File: config.mk
export PLATFORM = sky130hd
export DESIGN_NAME = branch_redirect_unit_flat
export DESIGN_NICKNAME = d
export VERILOG_FILES = /design/src/rtl/branch_redirect_if.sv /design/src/rtl/branch_redirect_unit.sv /design/src/flat_wrapper.sv
export SDC_FILE = /design/constraint.sdc
export NUM_CORES = 1
export LEC_CHECK = 0
export CORE_MARGIN = 3
export CORE_UTILIZATION = 41
export DETAILED_ROUTE_END_ITERATION = 12
export GPL_ROUTABILITY_DRIVEN = 0
export PLACE_DENSITY = 0.79
export SLEW_MARGIN = 20
export SYNTH_ARGS = -nofsm -noshare
export SYNTH_HDL_FRONTEND = slang
export SYNTH_SLANG_ARGS = --single-unit
File: constraint.sdc
create_clock -name Clk -period 2.4 [get_ports Clk]
set_input_delay 0.48 -clock Clk [delete_from_list [all_inputs] [get_ports Clk]]
set_output_delay 0.48 -clock Clk [all_outputs]
set_load 0.05 [all_outputs]
File: src/rtl/branch_redirect_if.sv
// Branch-resolution request and redirect/flush response bundle between the
// execute stage (master) and the redirect unit (slave).
interface branch_redirect_if #(
  parameter int WIDTH = 32
);
  logic             Stall;
  logic             BranchValid;
  logic             Taken;
  logic             BranchMux_signal;
  logic [WIDTH-1:0] ALUResult_out;
  logic [WIDTH-1:0] ReadData1;
  logic             Redirect;
  logic [WIDTH-1:0] RedirectTarget;
  logic             Flush;
  logic             MisalignErr;
  logic             Busy;
  logic [15:0]      RedirectCount;

  modport master (
    output Stall, BranchValid, Taken, BranchMux_signal, ALUResult_out, ReadData1,
    input  Redirect, RedirectTarget, Flush, MisalignErr, Busy, RedirectCount
  );

  modport slave (
    input  Stall, BranchValid, Taken, BranchMux_signal, ALUResult_out, ReadData1,
    output Redirect, RedirectTarget, Flush, MisalignErr, Busy, RedirectCount
  );
endinterface

File: src/rtl/branch_redirect_unit.sv
// Turns a resolved taken branch into a one-cycle PC redirect plus a fixed-length
// flush window; misaligned targets raise MisalignErr instead of redirecting.
module branch_redirect_unit #(
  parameter int WIDTH        = 32,
  parameter int FLUSH_CYCLES = 2,
  parameter int ALIGN_BITS   = 2
) (
  input  logic               Clk,
  input  logic               Reset,
  branch_redirect_if.slave   bus
);
  localparam logic [0:0] S_IDLE  = 1'b0;
  localparam logic [0:0] S_FLUSH = 1'b1;

  localparam logic [2:0]       FLUSH_LOAD = 3'(FLUSH_CYCLES);
  localparam logic [WIDTH-1:0] ALIGN_MASK = WIDTH'((64'd1 << ALIGN_BITS) - 64'd1);

  logic [0:0]       state_q, state_d;
  logic [2:0]       fcnt_q, fcnt_d;
  logic             redirect_q, redirect_d;
  logic             flush_q, flush_d;
  logic             misalign_q, misalign_d;
  logic             busy_q, busy_d;
  logic [WIDTH-1:0] target_q, target_d;
  logic [15:0]      redirect_cnt_q, redirect_cnt_d;

  logic [WIDTH-1:0] tgt;
  logic             accept;
  logic             misaligned;

  assign tgt        = bus.BranchMux_signal ? bus.ALUResult_out : bus.ReadData1;
  assign accept     = bus.BranchValid && !bus.Stall && (state_q == S_IDLE);
  assign misaligned = |(tgt & ALIGN_MASK);

  always_comb begin
    state_d        = state_q;
    fcnt_d         = fcnt_q;
    redirect_d     = 1'b0;
    misalign_d     = 1'b0;
    flush_d        = flush_q;
    target_d       = target_q;
    redirect_cnt_d = redirect_cnt_q;
    unique case (state_q)
      S_IDLE: begin
        flush_d = 1'b0;
        if (accept && bus.Taken) begin
          if (misaligned) begin
            misalign_d = 1'b1;
          end else begin
            state_d    = S_FLUSH;
            fcnt_d     = FLUSH_LOAD;
            redirect_d = 1'b1;
            flush_d    = 1'b1;
            target_d   = tgt;
            if (redirect_cnt_q != 16'hFFFF) redirect_cnt_d = redirect_cnt_q + 16'd1;
          end
        end
      end
      S_FLUSH: begin
        // Free-running window: Stall and wrong-path branches are ignored here.
        if (fcnt_q <= 3'd1) begin
          state_d = S_IDLE;
          fcnt_d  = 3'd0;
          flush_d = 1'b0;
        end else begin
          fcnt_d  = fcnt_q - 3'd1;
        end
      end
      default: begin
        state_d = S_IDLE;
        fcnt_d  = 3'd0;
        flush_d = 1'b0;
      end
    endcase
    busy_d = (state_d != S_IDLE);
  end

  always_ff @(posedge Clk) begin
    if (Reset) begin
      state_q        <= S_IDLE;
      fcnt_q         <= 3'd0;
      redirect_q     <= 1'b0;
      flush_q        <= 1'b0;
      misalign_q     <= 1'b0;
      busy_q         <= 1'b0;
      target_q       <= '0;
      redirect_cnt_q <= 16'd0;
    end else begin
      state_q        <= state_d;
      fcnt_q         <= fcnt_d;
      redirect_q     <= redirect_d;
      flush_q        <= flush_d;
      misalign_q     <= misalign_d;
      busy_q         <= busy_d;
      target_q       <= target_d;
      redirect_cnt_q <= redirect_cnt_d;
    end
  end

  assign bus.Redirect       = redirect_q;
  assign bus.RedirectTarget = target_q;
  assign bus.Flush          = flush_q;
  assign bus.MisalignErr    = misalign_q;
  assign bus.Busy           = busy_q;
  assign bus.RedirectCount  = redirect_cnt_q;
endmodule

File: src/flat_wrapper.sv
// flat-port wrapper written by rule: the top's interface ports become plain ports
module branch_redirect_unit_flat 
#(
  parameter int WIDTH        = 32,
  parameter int FLUSH_CYCLES = 2,
  parameter int ALIGN_BITS   = 2
)
  (Clk, Reset, bus_Stall, bus_BranchValid, bus_Taken, bus_BranchMux_signal, bus_ALUResult_out, bus_ReadData1, bus_Redirect, bus_RedirectTarget, bus_Flush, bus_MisalignErr, bus_Busy, bus_RedirectCount);
  branch_redirect_if #(.WIDTH(WIDTH)) bus_i ();
  input  logic Clk;
  input  logic Reset;
  input wire logic [$bits(bus_i.Stall)-1:0] bus_Stall;
  input wire logic [$bits(bus_i.BranchValid)-1:0] bus_BranchValid;
  input wire logic [$bits(bus_i.Taken)-1:0] bus_Taken;
  input wire logic [$bits(bus_i.BranchMux_signal)-1:0] bus_BranchMux_signal;
  input wire logic [$bits(bus_i.ALUResult_out)-1:0] bus_ALUResult_out;
  input wire logic [$bits(bus_i.ReadData1)-1:0] bus_ReadData1;
  output wire logic [$bits(bus_i.Redirect)-1:0] bus_Redirect;
  output wire logic [$bits(bus_i.RedirectTarget)-1:0] bus_RedirectTarget;
  output wire logic [$bits(bus_i.Flush)-1:0] bus_Flush;
  output wire logic [$bits(bus_i.MisalignErr)-1:0] bus_MisalignErr;
  output wire logic [$bits(bus_i.Busy)-1:0] bus_Busy;
  output wire logic [$bits(bus_i.RedirectCount)-1:0] bus_RedirectCount;
  assign bus_i.Stall = bus_Stall;
  assign bus_i.BranchValid = bus_BranchValid;
  assign bus_i.Taken = bus_Taken;
  assign bus_i.BranchMux_signal = bus_BranchMux_signal;
  assign bus_i.ALUResult_out = bus_ALUResult_out;
  assign bus_i.ReadData1 = bus_ReadData1;
  assign bus_Redirect = bus_i.Redirect;
  assign bus_RedirectTarget = bus_i.RedirectTarget;
  assign bus_Flush = bus_i.Flush;
  assign bus_MisalignErr = bus_i.MisalignErr;
  assign bus_Busy = bus_i.Busy;
  assign bus_RedirectCount = bus_i.RedirectCount;
  branch_redirect_unit #(.WIDTH(WIDTH), .FLUSH_CYCLES(FLUSH_CYCLES), .ALIGN_BITS(ALIGN_BITS)) u_core (.Clk(Clk), .Reset(Reset), .bus(bus_i));
endmodule
==> results.py <==
metrics = {
    "pwr": {
        "leakage_nw": 1.381,
        "power_frac_seq": 0.541,
        "swShare": 0.2397,
        "power_density_nw_per_um2": 443.0,
        "ir_worst_vdd_mv": 0.2362,
        "clkPwrFrac": 0.293,
        "comb_power_share": 0.166,
        "p_int_w": 0.001311,
        "p_sw_w": 0.0004133,
    },
    "synth": {
        "synth_seq_cells": 55,
        "yosysWarnings": 0,
        "ys_types": 38,
        "netlist_instances": 275,
        "syn_nets": 347,
        "ys_seq_area_frac": 0.4284,
        "syn_avg_cell_area_um2": 9.345,
        "netlist_area_um2": 2570,
    },
    "global_routing": {
        "grt_usage": 0.1838,
        "grt_max_degree": 53,
        "antenna_found_initial": 0,
        "grt_pass1_wl_um": 10810,
        "grt_pass1_vias": 2300,
        "overflow": 0,
    },
    "floorplan": {
        "die_w_um": 85.17,
        "fp.coreArea_um2": 5991,
        "rows": 28,
        "start_util": 0.4290,
        "io_pins": 122,
        "die_h_um": 85.17,
        "dieArea_um2": 7254,
    },
    "clock_network": {
        "clock-sinks": 55,
        "holdBufCountCts": 0,
        "cts_buffer_depth": 2,
        "cts_resized": 0,
        "h-tree-depth": 2,
        "worstSkewPairLatency_ns": 0.30,
        "cts_made_buffers": 5,
        "cts-root-buf": "clkbuf_8",
        "cts_tree": "yes",
        "path_clk_slew_ns": 0.09,
        "post_cts_buffers": 0,
    },
    "setup_path": {
        "crit_cells": 1,
        "crit_required_ns": 1.92,
        "cp-start-kind": "flip-flop",
        "cp-end-kind": "output pin",
        "reg2regPathDepth": 5,
        "reg2reg_slack_ns": 0.50,
        "cp.arrival_ns": 1.67,
        "cp_cell_sequence": "clkdlybuf4s50_1",
        "reg2reg_from": "u_core.bus.RedirectCount[0]",
        "critPathBufInv": 1,
        "cp_slowest_cell": "clkdlybuf4s50_1",
        "critPathMaxStageDelay_ns": 0.86,
        "crit_start": "u_core.bus.RedirectCount[6]",
        "path_max_fanout": 9,
        "critPathTopFamily": "buffers and inverters",
        "path_class": "reg2out",
    },
    "worst_hold_path": {
        "hold_class": "reg2reg",
        "min_path_cells": 1,
        "worstHoldStart": "u_core.bus.RedirectTarget[0]",
    },
    "layout": {
        "fin_cells": 461,
        "n_fill_cell": 507,
        "final_nets": 458,
        "syn2layout_area_growth_pct": 51.46,
        "diodes": 0,
        "drive_gt1_frac": 0.05181,
        "post-route-cell-area_um2": 3892,
        "final_util": 0.6497,
    },
    "placement": {
        "dp.cells": 454,
        "dp_hpwl_um": 5043,
        "postPlaceCellArea_um2": 3805,
        "io_buffer_count": 121,
    },
    "sta": {
        "setup_tns_ns": 0,
        "finalCritPeriodShare": 0.8979,
        "report.final.hold_viol_count": 0,
        "tightest_slew_ns": 0.7086,
        "setup_viol_count_final": 0,
        "skew_ns": 0.009054,
        "max_freq_ghz": 0.4641,
        "report.final.slew_viol_count": 0,
        "rsz0062_at_grt": "no",
        "max-slew-margin-rel": 0.5276,
        "period_minus_slack_ns": 2.155,
    },
    "routing": {
        "wirelength_um": 6547,
        "vias": 2477,
        "vias_per_cell": 5.373,
        "wl_per_cell_um": 14.20,
        "drt_first_pass_iters": 4,
        "ant_nets": 0,
        "drc": 0,
        "drtIter0Drc": 142,
    },
    "run_status": {
        "status": "completed",
    },
    "run": {
        "drv_cap": 0,
    },
}
[logic make-up after synthesis]
logic type | count (synthesis) | synth area share
buffers and inverters | 29 | 0.05453
flip-flops | 55 | 0.4284
adder cells (fa/ha/maj) | 2 | 0.009736
AND/OR/NAND/NOR | 90 | 0.1918
multiplexers | 35 | 0.1388
AO/OA/AOI/OAI | 64 | 0.1767
[stage by stage]
stage	hold slack, ns	power (W)	setup WS [ns]
after global placement	0.4700	0.001239	0.1185
final	0.4896	0.001724	0.2451
after detailed placement	0.4715	0.001243	0.07012
after floorplan	0.4872	0.001087	0.3626
after global routing	0.5115	0.001804	0.1589
after CTS	0.4929	0.001744	0.2425
[area by class of cell]
cell class	count	area, um2	area share
Inverter	6	22.52	0.005786
Timing Repair Buffer	127	1259	0.3234
Clock buffer	6	82.58	0.02122
Tap cell	75	93.84	0.02411
Multi-Input combinational cell	191	1329	0.3414
Clock inverter	1	5.005	0.001286
Sequential cell	55	1101	0.2829
[routing by layer]
layer / part of all wire / global-route usage / vias to the layer above / wire length [um]
met5: 0 / 0 / - / 0
met4: 0.016 / 0.05899 / 0 / 108
met3: 0.099 / 0.06990 / 8 / 646
li1: - / - / 1245 / -
met2: 0.47 / 0.3044 / 111 / 3101
met1: 0.41 / 0.2196 / 1113 / 2691
[synth_stat cells]
master     count  area share
nor2b_1        5       0.012
ha_1           2      0.0097
mux2_1         5       0.022
inv_1          6      0.0088
nand3b_1       1      0.0029
a211oi_1      30       0.088
nor3b_4        1      0.0073
nor3_4         1      0.0063
nand4bb_1      1      0.0044
o21ai_1        3      0.0058
a21oi_1       13       0.025
and2_1         2      0.0049
nor4_1         6       0.015
o31ai_1        7       0.020
buf_2          4      0.0078
and4_1         2      0.0068
or4_1          7       0.020
o311ai_1       1      0.0034
o21bai_4       1      0.0073
nor2_1        39       0.057
buf_6          3       0.013
clkbuf_1      15       0.022
buf_4          1      0.0029
o21ai_0        1      0.0019
o21ba_1        1      0.0039
nand2_1        8       0.012
a22o_1         1      0.0034
o32ai_1        1      0.0034
a31oi_1        2      0.0049
nand4_1        5       0.012
nand3_1        4      0.0078
mux2i_1       30        0.12
o41ai_1        1      0.0034
and4bb_4       1      0.0063
or3_1          2      0.0049
and3_1         5       0.012
dfxtp_1       55        0.43
o211ai_1       2      0.0058
[path summary, 6_finish.rpt]
check                                                     to
worst min register to register  u_core.bus.RedirectTarget[0]
worst max register to register  u_core.bus.RedirectCount[11]
worst min-delay path            u_core.bus.RedirectTarget[0]
worst max-delay path                    bus_RedirectCount[6]
[worst register-to-register path, stage by stage (launching register included)]
cell      delay, ns
dfxtp_1        0.37
ha_1           0.24
and4_1         0.22
and4bb_4       0.28
nor4_1         0.33
mux2_1         0.35
[placed cells by master, fill, tap and decap left out, types with 7 or more instances in the layout]
| cell type | n |
|---|---|
| nor2_1 | 39 |
| or4_1 | 7 |
| dfxtp_1 | 55 |
| a211oi_1 | 30 |
| a21oi_1 | 13 |
| mux2i_1 | 30 |
| o31ai_1 | 7 |
| clkdlybuf4s50_1 | 119 |
| nand2_1 | 8 |
[power by group through the flow]
stage / combinational, W / sequential, W / clock, W
floorplan: 0.0000890 / 0.000998 / 0
global route: 0.000308 / 0.000935 / 0.000562
finish: 0.000286 / 0.000932 / 0.000506
CTS: 0.000289 / 0.000933 / 0.000523
global placement: 0.000286 / 0.000953 / 0
detailed placement: 0.000289 / 0.000954 / 0
[sequential cells by signal, indices dropped and copies added, names as in the netlist]
name,flops
u_core.bus.Redirect,1
u_core.fcnt_q,3
u_core.bus.RedirectCount,16
u_core.bus.RedirectTarget,32
u_core.bus.Flush,1
u_core.state_q,1
u_core.bus.MisalignErr,1
(Power assumes the default switching activity.)
